File: src/rtl/mirfak_fetch_pkg.sv
// mirfak_fetch_pkg: shared NOP, fault cause codes and fetch FSM state encodings
package mirfak_fetch_pkg;
  localparam logic [31:0] NOP_INSTR = 32'h0000_0013;
  localparam logic [3:0] CAUSE_MISALIGNED = 4'd0;
  localparam logic [3:0] CAUSE_ACCESS_FAULT = 4'd1;
  typedef enum logic [1:0] {ST_IDLE, ST_FETCH, ST_HOLD, ST_ABORT} fetch_state_e;
endpackage

File: src/rtl/mirfak_fetch.sv
// mirfak_fetch: single-outstanding Wishbone instruction fetch with redirect/abort handling
// Optional fault reporting (err, misaligned targets) under MIRFAK_IFETCH_FAULT_EN
module mirfak_fetch
  import mirfak_fetch_pkg::*;
#(
  parameter logic [31:0] RESET_ADDR = 32'h8000_0000
) (
  input  logic        clk_i,
  input  logic        rst_ni,
  output logic [31:0] iport_addr_o,
  output logic        iport_cyc_o,
  output logic        iport_stb_o,
  input  logic [31:0] iport_data_i,
  input  logic        iport_ack_i,
  input  logic        iport_err_i,
  output logic [31:0] if_pc_o,
  output logic [31:0] if_instruction_o,
  output logic        if_exception_o,
  output logic [3:0]  if_exc_cause_o,
  output logic        if_ready_o,
  input  logic        ifid_enable_i,
  input  logic        id_bj_taken_i,
  input  logic [31:0] id_target_i,
  input  logic        wb_exception_i,
  input  logic        wb_xret_i,
  input  logic [31:0] wb_target_i
);
  fetch_state_e state_q, state_d;
  logic [31:0] pc_q, pc_d, addr_q, addr_d, inst_q, inst_d, ifpc_q, ifpc_d, tgt, start_pc;
  logic [3:0] cause_q, cause_d;
  logic cyc_q, ready_q, exc_q, exc_d, start, start_mis, redir, resp;
  assign redir = wb_exception_i | wb_xret_i | id_bj_taken_i;
  assign resp = iport_ack_i | iport_err_i;
`ifdef MIRFAK_IFETCH_FAULT_EN
  assign tgt = (wb_exception_i | wb_xret_i) ? wb_target_i : id_target_i;
  assign start_mis = |start_pc[1:0];
`else
  assign tgt = ((wb_exception_i | wb_xret_i) ? wb_target_i : id_target_i) & ~32'h3;
  assign start_mis = 1'b0;
`endif
  always_comb begin
    state_d = state_q;
    pc_d = pc_q;
    addr_d = addr_q;
    inst_d = inst_q;
    ifpc_d = ifpc_q;
    exc_d = exc_q;
    cause_d = cause_q;
    start = 1'b0;
    start_pc = pc_q;
    case (state_q)
      ST_IDLE: start = 1'b1;
      ST_FETCH: begin
        if (redir) begin
          pc_d = tgt;
          start = resp;
          start_pc = tgt;
          state_d = resp ? ST_FETCH : ST_ABORT;
        end else if (resp) begin
          state_d = ST_HOLD;
          ifpc_d = pc_q;
          inst_d = iport_err_i ? NOP_INSTR : iport_data_i;
`ifdef MIRFAK_IFETCH_FAULT_EN
          exc_d = iport_err_i;
          cause_d = iport_err_i ? CAUSE_ACCESS_FAULT : CAUSE_MISALIGNED;
`else
          exc_d = 1'b0;
          cause_d = CAUSE_MISALIGNED;
`endif
        end
      end
      ST_ABORT: begin
        pc_d = redir ? tgt : pc_q;
        start = resp;
        start_pc = pc_d;
      end
      default: begin
        pc_d = redir ? tgt : ifid_enable_i ? pc_q + 32'd4 : pc_q;
        start = redir | ifid_enable_i;
        start_pc = pc_d;
      end
    endcase
    // a misaligned start never reaches the bus; it becomes a faulted held entry
    if (start && start_mis) begin
      state_d = ST_HOLD;
      exc_d = 1'b1;
      cause_d = CAUSE_MISALIGNED;
      inst_d = NOP_INSTR;
      ifpc_d = start_pc;
    end else if (start) begin
      state_d = ST_FETCH;
      addr_d = start_pc;
    end
  end
  always_ff @(posedge clk_i or negedge rst_ni) begin
    if (!rst_ni) begin
      state_q <= ST_IDLE;
      pc_q <= RESET_ADDR;
      addr_q <= RESET_ADDR;
      cyc_q <= 1'b0;
      ready_q <= 1'b0;
      inst_q <= NOP_INSTR;
      exc_q <= 1'b0;
      cause_q <= CAUSE_MISALIGNED;
      ifpc_q <= RESET_ADDR;
    end else begin
      state_q <= state_d;
      pc_q <= pc_d;
      addr_q <= addr_d;
      cyc_q <= (state_d == ST_FETCH) || (state_d == ST_ABORT);
      ready_q <= state_d == ST_HOLD;
      inst_q <= inst_d;
      exc_q <= exc_d;
      cause_q <= cause_d;
      ifpc_q <= ifpc_d;
    end
  end
  assign iport_addr_o = addr_q;
  assign iport_cyc_o = cyc_q;
  assign iport_stb_o = cyc_q;
  assign if_pc_o = ifpc_q;
  assign if_instruction_o = inst_q;
  assign if_exception_o = exc_q;
  assign if_exc_cause_o = cause_q;
  assign if_ready_o = ready_q;
endmodule

File: config.mk
export PLATFORM = sky130hd
export DESIGN_NAME = mirfak_fetch
export DESIGN_NICKNAME = d
export VERILOG_FILES = /design/src/rtl/mirfak_fetch_pkg.sv /design/src/rtl/mirfak_fetch.sv
export SDC_FILE = /design/constraint.sdc
export NUM_CORES = 1
export LEC_CHECK = 0
export CAP_MARGIN = 20
export CORE_UTILIZATION = 25
export DETAILED_ROUTE_END_ITERATION = 12
export PLACE_DENSITY = 0.56
export SETUP_SLACK_MARGIN = 0.15
export SYNTH_ARGS = -nofsm -noshare
export SYNTH_HDL_FRONTEND = slang
export SYNTH_SLANG_ARGS = --single-unit
File: constraint.sdc
create_clock -name clk_i -period 5.7 [get_ports clk_i]
set_input_delay 0.57 -clock clk_i [delete_from_list [all_inputs] [get_ports clk_i]]
set_output_delay 0.57 -clock clk_i [all_outputs]
set_load 0.005 [all_outputs]
==> results.py <==
metrics = {
    "status": {
        "status": "finished clean",
    },
    "power_and_ir_drop": {
        "power.density_nw_per_um2": 323,
        "peakVddDrop_uv": 203,
        "p_total_mw": 3.11,
        "leakagePower_nw": 4.06,
    },
    "detailed_routing": {
        "route.met2.wl_mm": 10.6,
        "ant_nets": 0,
        "vias": 6174,
        "drt-initial-drc-count": 499,
        "wl_per_cell_um": 18.8,
        "firstDrtPassIters": 5,
        "drt-vias-per-instance": 4.89,
        "drc": 0,
        "drt-total-wl_mm": 23.7,
        "wl_met3_mm": 1.40,
        "wl_met1_mm": 11.3,
        "top_layer": "met5",
    },
    "final_layout": {
        "utilization": 0.359,
        "diodes": 0,
        "fillerInstances": 2775,
        "area_growth_pct": 41.5,
        "layout-drive-gt1-share": 0.105,
        "fin_nets": 1014,
        "stdcell_count": 1263,
        "stdcell_area_um2": 9640,
    },
    "placed_design": {
        "gp_congestion": 0.819,
        "io_buffer_count": 198,
        "dp_slack_ns": 1.45,
        "dpl-instance-area_um2": 9010,
        "detailed_place_hpwl_mm": 16.7,
        "placed_cells": 1230,
    },
    "synth": {
        "ys_ff_latch": 131,
        "syn_area_um2": 6820,
        "ys.flop_type": "dfrtp_1",
        "yosys.area.top_type": "dfrtp_1",
        "synth_top_area_frac": 0.459,
        "syn_inst": 737,
        "yosys.cell_count.top_type": "nand2_1",
        "synth.avg_cell_area_um2": 9.25,
        "synth.distinct_cells": 69,
        "yosys_warnings": 0,
        "seq_area_frac_synth": 0.482,
        "ys_top_cells_by_count": "nand2_1 (190), dfrtp_1 (125), nor2_1 (45), nand3b_1 (37), o21ai_0 (32)",
        "synth_edf_count": 0,
        "async_reset_ff_frac": 1.00,
        "synthTopCellsByArea": "dfrtp_1 (46%), nand2_1 (10%), mux2_2 (4.6%)",
    },
    "global_route": {
        "grt_usage": 0.173,
        "antenna_found_initial": 1,
        "grt_pass1_wl_mm": 36.5,
        "first_global_vias": 5981,
        "grt-ovfl-total": 0,
        "grt_max_degree": 78,
    },
    "worst_setup_path": {
        "cp.arrival_ns": 4.09,
        "crit_family": "buffers and inverters",
        "critPathLaunchType": "input port",
        "crit_fanout": 28,
        "reg2reg_from": "state_q[1]",
        "critPathKind": "input port to flop",
        "cp-end-kind": "flop",
        "r2r_end": "iport_addr_o[15]",
        "rr_worst_depth": 7,
        "ff2ff_setup_slack_ns": 2.47,
        "cpPeakStageDelay_ns": 0.92,
        "crit_buf_inv": 3,
        "cpMostUsedCell": "buf_4",
        "path_cells": "clkdlybuf4s50_1, nor3_4, buf_4, nand2_1, nor2_1, a22o_1, buf_4, mux2_2",
        "required_ns": 6.01,
        "crit_path_top_delay_cell": "clkdlybuf4s50_1",
    },
    "sta": {
        "hold_viol": 0,
        "tightest_slew_ns": 1.01,
        "max_freq_mhz": 264,
        "clock_skew_ns": 0.0128,
        "finalSetupViolCount": 0,
        "tns_ns": 0,
        "maxSlewHeadroom": 0.320,
        "layout_setup_ws_ns": 1.91,
        "rsz0062_at_grt": "no",
        "fin_hold_ws_ns": 0.189,
        "finalCritPeriodShare": 0.665,
        "layout_min_cycle_time_ns": 3.79,
        "slew_viol_final": 0,
    },
    "die": {
        "die_area_um2": 27900,
        "ios": 208,
        "rows": 60,
        "die_y_um": 167,
        "core_um2": 26900,
        "die_w_um": 167,
        "initial_core_util": 0.254,
    },
    "clock_network": {
        "cts-buffers-inserted": 17,
        "root_buffer": "clkbuf_16",
        "post_cts_buffers": 0,
        "hold_buffers": 0,
        "clk_latency_ns": 0.42,
        "cts-resized-gates": 0,
        "cts.sink_count": 131,
        "clk_path_buf_depth": 2,
        "clk_pin_slew_ns": 0.06,
        "cts.htree.levels": 4,
        "cts_tree": "built",
    },
    "flow_run": {
        "drv_cap": 0,
    },
    "worst_hold_path": {
        "hp-class": "input port to asynchronous set/reset pin",
    },
}
-- cell families (layout without fill, tap and decap cells) --
group | count (synthesis) | count (layout) | share of synthesized area
XOR/XNOR | 5 | 5 | 0.00643
other | 1 | 5 | 0.000550
buffers and inverters | 71 | 252 | 0.0540
flip-flops | 131 | 131 | 0.482
AO/OA/AOI/OAI | 136 | 136 | 0.133
AND/OR/NAND/NOR | 350 | 350 | 0.255
multiplexers | 42 | 42 | 0.0676
adder cells (fa/ha/maj) | 1 | 1 | 0.00184
-- worst max path at each step --
| stage | slack [ns] | start | end | depth (start not counted) |
|---|---|---|---|---|
| floorplan | 3.52 | wb_exception_i | iport_addr_o[10] | 8 |
| detailed placement | 1.45 | id_bj_taken_i | iport_addr_o[28] | 8 |
| global placement | 1.51 | id_bj_taken_i | iport_addr_o[29] | 8 |
| finish | 1.91 | id_bj_taken_i | iport_addr_o[3] | 8 |
| CTS | 1.90 | id_bj_taken_i | iport_addr_o[2] | 8 |
| global route | 1.65 | id_bj_taken_i | iport_addr_o[29] | 8 |
-- layout by cell type (no fill, tap or decap), types with 4 or more instances in the layout --
cell type        count
clkinv_4             4
a31oi_1              6
xor2_1               4
dfstp_2              6
mux2_1               4
clkbuf_16           17
a311oi_1             6
conb_1               5
o211ai_1            10
o21ai_0             32
o31ai_1              4
nor2_1              44
mux2_2              28
and2_1               5
o22ai_1              5
nand2_1            190
and4_1               5
inv_1               10
o21ai_1              5
a21oi_1             29
mux2i_1             10
nand3_1             18
dfrtp_1            125
o221ai_1             4
nand4_1             10
clkdlybuf4s50_1    197
nor3_1              13
buf_4                9
o21a_1               5
and3_1               5
nand3b_1            37
-- worst reg2reg max path: cells and delay by family, from the launching register on --
kind / cells / cell delay [ns]
buffers and inverters: 1 / 0.36
AOI/OAI and AO/OA: 2 / 0.34
and+or+nand+nor: 3 / 1.52
DFF: 1 / 0.60
muxes: 1 / 0.28
-- flip-flops by register name, indices dropped and copies added (netlist names) --
register,count
pc_q,32
state_q,1
if_ready_o,1
if_pc_o,32
iport_addr_o,32
iport_cyc_o,1
if_instruction_o,32
-- per-layer routing --
metal	vias up	GRT usage
li1	2925	-
met1	2983	0.244
met2	238	0.265
met3	26	0.0395
met4	2	0.0495
met5	-	0
-- area by class of cell --
class / count / area [um2] / share of cell area
Sequential cell: 131 / 3290 / 0.341
Multi-Input combinational cell: 539 / 3180 / 0.330
Timing Repair Buffer: 209 / 2100 / 0.218
Clock buffer: 18 / 429 / 0.0445
Tap cell: 341 / 427 / 0.0442
Clock inverter: 14 / 179 / 0.0186
Inverter: 11 / 41.3 / 0.00428
-- report_power, final --
| group | total (mW) | internal [mW] | leakage (nW) | switching, mW |
|---|---|---|---|---|
| logic | 0.732 | 0.428 | 2.16 | 0.304 |
| clock network | 1.14 | 0.694 | 0.287 | 0.451 |
| registers | 1.23 | 1.10 | 1.61 | 0.131 |
| total | 3.11 | 2.23 | 4.06 | 0.885 |
Note: power is estimated with default switching activity, not from simulation.
